File: src/rtl/div_seq.sv
`default_nettype none
// ============================================================================
//  Module      : div_seq
//  Description : Sequential restoring divider. One quotient bit per cycle,
//                MSB first, on operand magnitudes, followed by a single
//                sign-fix cycle. Divide-by-zero short-cuts to the result
//                stage and flags div_err.
//                Optional signed support is enabled by defining the macro
//                DIV_SEQ_SIGNED_EN; without it is_signed is ignored and
//                every operation is unsigned (ovf stays 0).
//  Revision    : 1.0 - initial release
// ============================================================================
module div_seq #(
    parameter int bits = 8
) (
    input  logic            clk,
    input  logic            reset,
    input  logic            start,
    input  logic            is_signed,
    input  logic [bits-1:0] a,
    input  logic [bits-1:0] b,
    output logic [bits-1:0] div,
    output logic [bits-1:0] mod,
    output logic            busy,
    output logic            ready,
    output logic            div_err,
    output logic            ovf
);

`ifdef DIV_SEQ_SIGNED_EN
    localparam logic C_SIGNED_EN = 1'b1;
`else
    localparam logic C_SIGNED_EN = 1'b0;
`endif

    localparam int                 C_CNT_W   = $clog2(bits + 1);
    localparam logic [C_CNT_W-1:0] C_CNT_ONE = 1;
    localparam logic [C_CNT_W-1:0] C_LAST    = C_CNT_W'(bits - 1);
    localparam logic [bits-1:0]    C_MIN     = {1'b1, {(bits-1){1'b0}}};

    typedef enum logic [1:0] {
        S_IDLE = 2'd0,
        S_CALC = 2'd1,
        S_FIX  = 2'd2,
        S_DONE = 2'd3
    } state_t;

    state_t state_q, state_d;

    // Latched operands and mode (held for the whole operation)
    logic [bits-1:0]    a_q, a_d;
    logic [bits-1:0]    b_q, b_d;
    logic               sgn_q, sgn_d;
    // Working registers: divisor magnitude, partial remainder, quotient
    logic [bits-1:0]    dvs_q, dvs_d;
    logic [bits-1:0]    rem_q, rem_d;
    logic [bits-1:0]    quo_q, quo_d;
    logic [C_CNT_W-1:0] cnt_q, cnt_d;
    // Visible result registers
    logic [bits-1:0]    div_q, div_d;
    logic [bits-1:0]    mod_q, mod_d;
    logic               ready_q, ready_d;
    logic               err_q, err_d;
    logic               ovf_q, ovf_d;

    // One restoring step: shift the next dividend bit into the remainder
    // and subtract the divisor when it fits. The shifted value may need
    // bits+1 bits, but any accepted difference always fits in bits.
    logic [bits:0]      w_shift;
    logic               w_ge;
    logic [bits-1:0]    w_sub;

    assign w_shift = {rem_q, quo_q[bits-1]};
    assign w_ge    = (w_shift >= {1'b0, dvs_q});
    assign w_sub   = w_shift[bits-1:0] - dvs_q;

    // Magnitude of an operand; the most negative value maps onto 2^(bits-1)
    function automatic logic [bits-1:0] f_mag(input logic [bits-1:0] x,
                                              input logic            s);
        f_mag = (s && x[bits-1]) ? -x : x;
    endfunction

    // Next-state logic of the control FSM
    always_comb begin
        state_d = state_q;
        case (state_q)
            S_IDLE: begin
                if (start) begin
                    state_d = (b == '0) ? S_DONE : S_CALC;
                end
            end
            S_CALC: begin
                if (cnt_q == C_LAST) begin
                    state_d = S_FIX;
                end
            end
            S_FIX:   state_d = S_DONE;
            S_DONE:  state_d = S_IDLE;
            default: state_d = S_IDLE;
        endcase
    end

    // Datapath next-state: operand capture, iteration, sign fix, result load
    always_comb begin
        a_d     = a_q;
        b_d     = b_q;
        sgn_d   = sgn_q;
        dvs_d   = dvs_q;
        rem_d   = rem_q;
        quo_d   = quo_q;
        cnt_d   = cnt_q;
        div_d   = div_q;
        mod_d   = mod_q;
        err_d   = err_q;
        ovf_d   = ovf_q;
        ready_d = 1'b0;
        case (state_q)
            S_IDLE: begin
                if (start) begin
                    a_d   = a;
                    b_d   = b;
                    sgn_d = C_SIGNED_EN & is_signed;
                    dvs_d = f_mag(b, C_SIGNED_EN & is_signed);
                    quo_d = f_mag(a, C_SIGNED_EN & is_signed);
                    rem_d = '0;
                    cnt_d = '0;
                end
            end
            S_CALC: begin
                quo_d = {quo_q[bits-2:0], w_ge};
                rem_d = w_ge ? w_sub : w_shift[bits-1:0];
                cnt_d = cnt_q + C_CNT_ONE;
            end
            S_FIX: begin
                // Quotient truncates toward zero, remainder follows a
                if (sgn_q && (a_q[bits-1] ^ b_q[bits-1])) begin
                    quo_d = -quo_q;
                end
                if (sgn_q && a_q[bits-1]) begin
                    rem_d = -rem_q;
                end
            end
            S_DONE: begin
                ready_d = 1'b1;
                if (b_q == '0) begin
                    div_d = '1;
                    mod_d = a_q;
                    err_d = 1'b1;
                    ovf_d = 1'b0;
                end else begin
                    div_d = quo_q;
                    mod_d = rem_q;
                    err_d = 1'b0;
                    // MIN / -1 naturally yields MIN and 0; only flag it
                    ovf_d = sgn_q && (a_q == C_MIN) && (b_q == '1);
                end
            end
            default: ;
        endcase
    end

    // Control state register
    always_ff @(posedge clk or negedge reset) begin
        if (!reset) begin
            state_q <= S_IDLE;
        end else begin
            state_q <= state_d;
        end
    end

    // Datapath and result registers
    always_ff @(posedge clk or negedge reset) begin
        if (!reset) begin
            a_q     <= '0;
            b_q     <= '0;
            sgn_q   <= 1'b0;
            dvs_q   <= '0;
            rem_q   <= '0;
            quo_q   <= '0;
            cnt_q   <= '0;
            div_q   <= '0;
            mod_q   <= '0;
            ready_q <= 1'b0;
            err_q   <= 1'b0;
            ovf_q   <= 1'b0;
        end else begin
            a_q     <= a_d;
            b_q     <= b_d;
            sgn_q   <= sgn_d;
            dvs_q   <= dvs_d;
            rem_q   <= rem_d;
            quo_q   <= quo_d;
            cnt_q   <= cnt_d;
            div_q   <= div_d;
            mod_q   <= mod_d;
            ready_q <= ready_d;
            err_q   <= err_d;
            ovf_q   <= ovf_d;
        end
    end

    assign busy    = (state_q != S_IDLE);
    assign ready   = ready_q;
    assign div     = div_q;
    assign mod     = mod_q;
    assign div_err = err_q;
    assign ovf     = ovf_q;

endmodule
`default_nettype wire

File: config.mk
export PLATFORM = sky130hd
export DESIGN_NAME = div_seq
export DESIGN_NICKNAME = d
export VERILOG_FILES = /design/src/rtl/div_seq.sv
export SDC_FILE = /design/constraint.sdc
export NUM_CORES = 1
export LEC_CHECK = 0
export ABC_AREA = 1
export CAP_MARGIN = 20
export CORE_ASPECT_RATIO = 1.5
export CORE_MARGIN = 2
export CORE_UTILIZATION = 25
export CTS_CLUSTER_SIZE = 28
export DETAILED_ROUTE_END_ITERATION = 10
export GPL_TIMING_DRIVEN = 0
export HOLD_SLACK_MARGIN = 0.02
export PLACE_DENSITY = 0.44
export SYNTH_ARGS = -nofsm -noshare
export SYNTH_HDL_FRONTEND = slang
export SYNTH_SLANG_ARGS = --single-unit
File: constraint.sdc
create_clock -name clk -period 1.95 [get_ports clk]
set_input_delay 0.585 -clock clk [delete_from_list [all_inputs] [get_ports clk]]
set_output_delay 0.585 -clock clk [all_outputs]
set_load 0.02 [all_outputs]
# Word-level counts from Yosys, hierarchy flattened
# Index checks and enable logic that the tools add are counted.
[op_classes] add_sub_neg=2 n_lt_le_gt_ge=1 n_eq_ne=6 muxes=15 n_bitwise=1 n_reduce_logical=10
[ops] op="2-to-1 mux 8 bit" n=5
[ops] op="case mux 8 bit (2 select lines)" n=2
[ops] op="logical NOT 8 bit" n=2
[ops] op="greater-or-equal comparator 9 x 8 -> 1 bit" n=1
[ops] op="case mux 2 bit (4 select lines)" n=1
[ops] op="case mux 4 bit (2 select lines)" n=1
[ops] op="subtractor 8 bit" n=1
[ops] op="2-to-1 mux 2 bit" n=3
[ops] op="AND reduction 2 bit" n=3
[ops] op="adder 4 x 1 -> 4 bit, second input constant" n=1
[ops] op="== test 2 bit, second input constant" n=2
[ops] op="== test 4 x 3 -> 1 bit, second input constant" n=1
[ops] op="2-to-1 mux 4 bit" n=1
[ops] op="inequality test 2 bit, second input constant" n=2
[ops] op="nonzero test 2 bit" n=2
[ops] op="AND reduction 3 bit" n=1
[ops] op="nonzero test 3 bit" n=1
[ops] op="== test 2 x 1 -> 1 bit, second input constant" n=1
[ops] op="logical NOT 2 bit" n=1
[ops] op="2-to-1 mux 1 bit" n=2
[ops] op="inverter 1 bit" n=1
[totals] ff_bits=56 inputBits=20 output_inout_bits=20 elab_cells=45

# Depth between registers and ports, before layout
# Gate-level depths: netlist of run 1.
[depth] word_depth=4 depth_mapped=12 ltp_nobuf=12

# Worst setup path after synthesis of run 1
# Ideal clock, no wire load.
[synth_path] path_kind="register to register" start="reg state_q[0]" end="reg quo_q[5]" setup_time_ps=76 arrival_time_ps=1532 required_time_ps=1874 setup_slack_ps=342 stages_incl_launch_ff=10 n_path_buf=2 period_less_slack_ps=1608 cell_sequence="dfrtp_1 -> inv_1 -> ha_1 -> buf_6 -> inv_2 -> nor2_2 -> nor3_4 -> buf_4 -> o211ai_1 -> o21ai_1"
[synth_between] elab_chain_len=3 elab_cells_between_ends=8 cone_classes="eq/ne: 3; mux: 1; bitwise: 1; reduce/logical: 3"
[synth_rtl] item="start: declaration" line="48" source="state_t state_q, state_d;"
[synth_rtl] item="start signal: assignment" line="167" source="state_q <= state_d;"
[synth_rtl] item="== test 2 bit, or another cell as far along" line="117" source="case (state_q)"
[synth_rtl] item="nonzero test 3 bit (no line), or another cell as far along"
[synth_rtl] item="AND reduction 3 bit (no line)"
[synth_rtl] item="end signal: assignment" line="192" source="quo_q <= quo_d;"
[synth_rtl] item="end: declaration" line="57" source="logic [bits-1:0] quo_q, quo_d;"
# Parallel ways exist; a longest one is shown, timed or not.
# A chain may end at the register's enable or synchronous reset.

# Worst setup path in the final report of run 1
[layout_path] start="reg state_q[1]" end="out busy"
[layout_between] elab_chain_len=1
[layout_rtl] item="nonzero test 2 bit" line="202" source="assign busy = (state_q != S_IDLE);"
[layout_rtl] item="end: declaration" line="24" source="output logic busy,"
# Every way passes these cells.

==> qor.txt, run 1 <==
H-Tree Depth = 2
Final setup viols = 0
r2r startpoint = state_q[1]
yosys warns = 0
Area growth syn-to-layout = 27.49%
Worst EP required = 1360 ps
sequential cell area fraction in the yosys report = 47.66%
initial antenna violation count = 0
clk sinks = 56
Root Driver = clkbuf_16
outcome = finished clean
global-route wire length before repair = 12.01 mm
most common cell after layout, fill and taps aside = nand2_1
Critical Setup Path Class = flip-flop to output pin
fin crit period = 1881 ps
Slew headroom = 66.15%
Unique masters post-synth = 34
P_int = 3.230 mW
Psw = 2.345 mW
Reg2Reg Depth = 6
synth top area cells = dfrtp_1, nand2_1, ha_1
CTS max path bufs = 2
Detail Placement HPWL = 5.807 mm
worst setup path startpoint = state_q[1]
Die ar. = 12660 um^2
Iteration-0 DRC Markers = 120
Post-route DRC = 0
RSZ-0062 raised after global routing = no
peak supply drop = 478.8 uV
fin util = 32.68%
syn_nets = 392
most frequent cells in the layout = nand2_1, dfrtp_1, inv_1, clkdlybuf4s50_1, nor2_1
area leader, netlist = dfrtp_1
sw frac = 42.07%
Fmax = 0.5315 GHz
Max-Cap Viols = 0
flops & latches, synth = 56
final hold violation count = 0
period utilisation layout = 96.48%
vias in the first global route = 2386
drt total wl = 7.383 mm
Worst-Margin Slew = 507.8 ps
Final ANT Viol Nets = 0
port bufs = 37
Avg Cell Area, Syn = 8.213 um^2
Core Region = 11470 um^2
Hold WC Path Type = primary input to async pin
vias after detailed routing = 2450
Antenna Cells = 0
Die X = 92.55 um
Remaining Overflow, GRT = 0
PwrDens = 1487 nW/um^2
WL per Instance = 13.23 um
clock-pin slew on the worst setup and hold paths = 70 ps
clk_skew = 6.968 ps
cts bufs inserted = 5
Setup crit end kind = output pin
share of layout cells above drive strength 1 = 11.52%
TritonRoute pass-1 iters = 4
Slew Viols, Final = 0
synthesized area = 2940 um^2
Final Power = 5.575 mW
Combinational Power Share = 50.2%
Crit Path Max Fanout = 8
RePlAce Congestion = 0.8598
Flop pwr share = 33.3%
CTS tree = yes
hold_ws = 231.8 ps
clock share of power = 16.4%
IO Pins = 40
startpoint types = flip-flop
All-Layer GR Usage = 12.37%
row cnt = 48
crit path DAT = 1300 ps
proportion of netlist area held by the largest area contributor = 47.66%
NumNets Final = 441
Vias per Instance = 4.391
Worst-Skew Late Latency = 290 ps
synthesized instance count = 358
largest net degree at the start of global routing = 39
Die Ht = 136.8 um
cell leakage power = 1.828 nW
initial core utilization = 25.63%
[worst max-delay path: stages (launching register included)]
cell and delay (ps):
dfrtp_1 380, inv_1 90, ha_1 190, buf_6 130, inv_4 80, buf_4 140
[Yosys cell counts]
cell	instances
nand2_1	86
dfrtp_1	56
inv_1	40
nor2_1	32
nand3_1	29
a21oi_1	21
o21ai_1	16
ha_1	13
o21ai_0	13
o211ai_1	7
inv_2	5
mux2_2	4
nand4_1	4
clkbuf_1	3
nor2_2	3
nor3_1	3
xor2_1	3
a21oi_2	2
buf_2	2
buf_4	2
a22oi_1	1
buf_1	1
buf_6	1
clkinv_1	1
conb_1	1
fa_1	1
inv_4	1
nand2_2	1
nand2_4	1
nor2_8	1
nor3_4	1
nor4_1	1
o31ai_1	1
xnor2_1	1
[metal layers]
metal / wire [um] / track usage, %
met2: 3858 / 22.14
met1: 3131 / 14.30
met5: 0 / 0
met4: 200 / 6.136
met3: 192 / 1.817
[cell type report]
cell class                 instances  area [um^2]
fill                            1252         7722
sequential                        56         1401
multi-input combinational        246         1361
timing repair buffer              42        412.9
tap                              150        187.7
inverter                          47        181.4
clock buffer                       6        138.9
buffer                             9        55.05
clock inverter                     2        10.01
[flip-flops by register name, indices dropped and copies added (netlist names)]
signal   flops
a_q          8
cnt_q        4
div          8
div_err      1
dvs_q        8
mod          8
quo_q        8
ready        1
rem_q        8
state_q      2
[repair_timing]
action,CTS,global route
buffers inserted,1,3
resized for setup,5,15
pin swaps,0,1
hold buffers,0,0
setup endpoints to repair,1,23
[logic make-up (layout without fill, tap and decap cells)]
logic type      after synthesis  count (layout)  synth area share [%]
compound gates               61              61                 11.40
xor+xnor                      4               4                 1.192
fa+ha+maj                    14              14                 6.213
buf+inv                      56             106                 7.829
flops                        56              56                 47.66
mux                           4               4                 1.532
other cells                   1               1                0.1275
simple gates                162             162                 24.04
[power by group through the flow]
stage	clock network [mW]	registers, mW	logic, mW
global route	1.01	1.91	3.14
finish	0.916	1.86	2.80
detailed placement	0	1.88	2.69
floorplan	0	1.97	1.71
CTS	0.956	1.86	2.71
global placement	0	1.88	2.67
[per-stage QoR]
step           setup TNS (ps)  cells  instance area [um^2]  worst slack, ps
2_1_floorplan               0    358                  2940            341.7
3_3_place_gp           -92400    545                  3498            -1560
3_5_place_dp            -5466    546                  3513           -217.5
4_1_cts                     0    555                  3667            9.715
5_1_grt                     0    558                  3749            5.181
6_report                    0    558                  3749            68.61
[path summary, 6_finish.rpt]
kind | end | slack (ps)
min reg2reg | a_q[7] | 480
min | cnt_q[0] | 230
min in group clk | a_q[7] | 480
max in group asynchronous | mod[4] | 1150
max reg2reg | div[1] | 190
max | busy | 70
Note: power is estimated with default switching activity, not from simulation.
==> run 2: changes to the inputs <==
--- a/config.mk
+++ b/config.mk
@@ -13,8 +13,9 @@
 export CTS_CLUSTER_SIZE = 28
 export DETAILED_ROUTE_END_ITERATION = 10
 export GPL_TIMING_DRIVEN = 0
-export HOLD_SLACK_MARGIN = 0.02
+export HOLD_SLACK_MARGIN = 0.15
 export PLACE_DENSITY = 0.44
+export SKIP_LAST_GASP = 1
 export SYNTH_ARGS = -nofsm -noshare
 export SYNTH_HDL_FRONTEND = slang
 export SYNTH_SLANG_ARGS = --single-unit
==> results of run 2 <==
No change in the layout: final DEF, timing and power equal those of run 1.
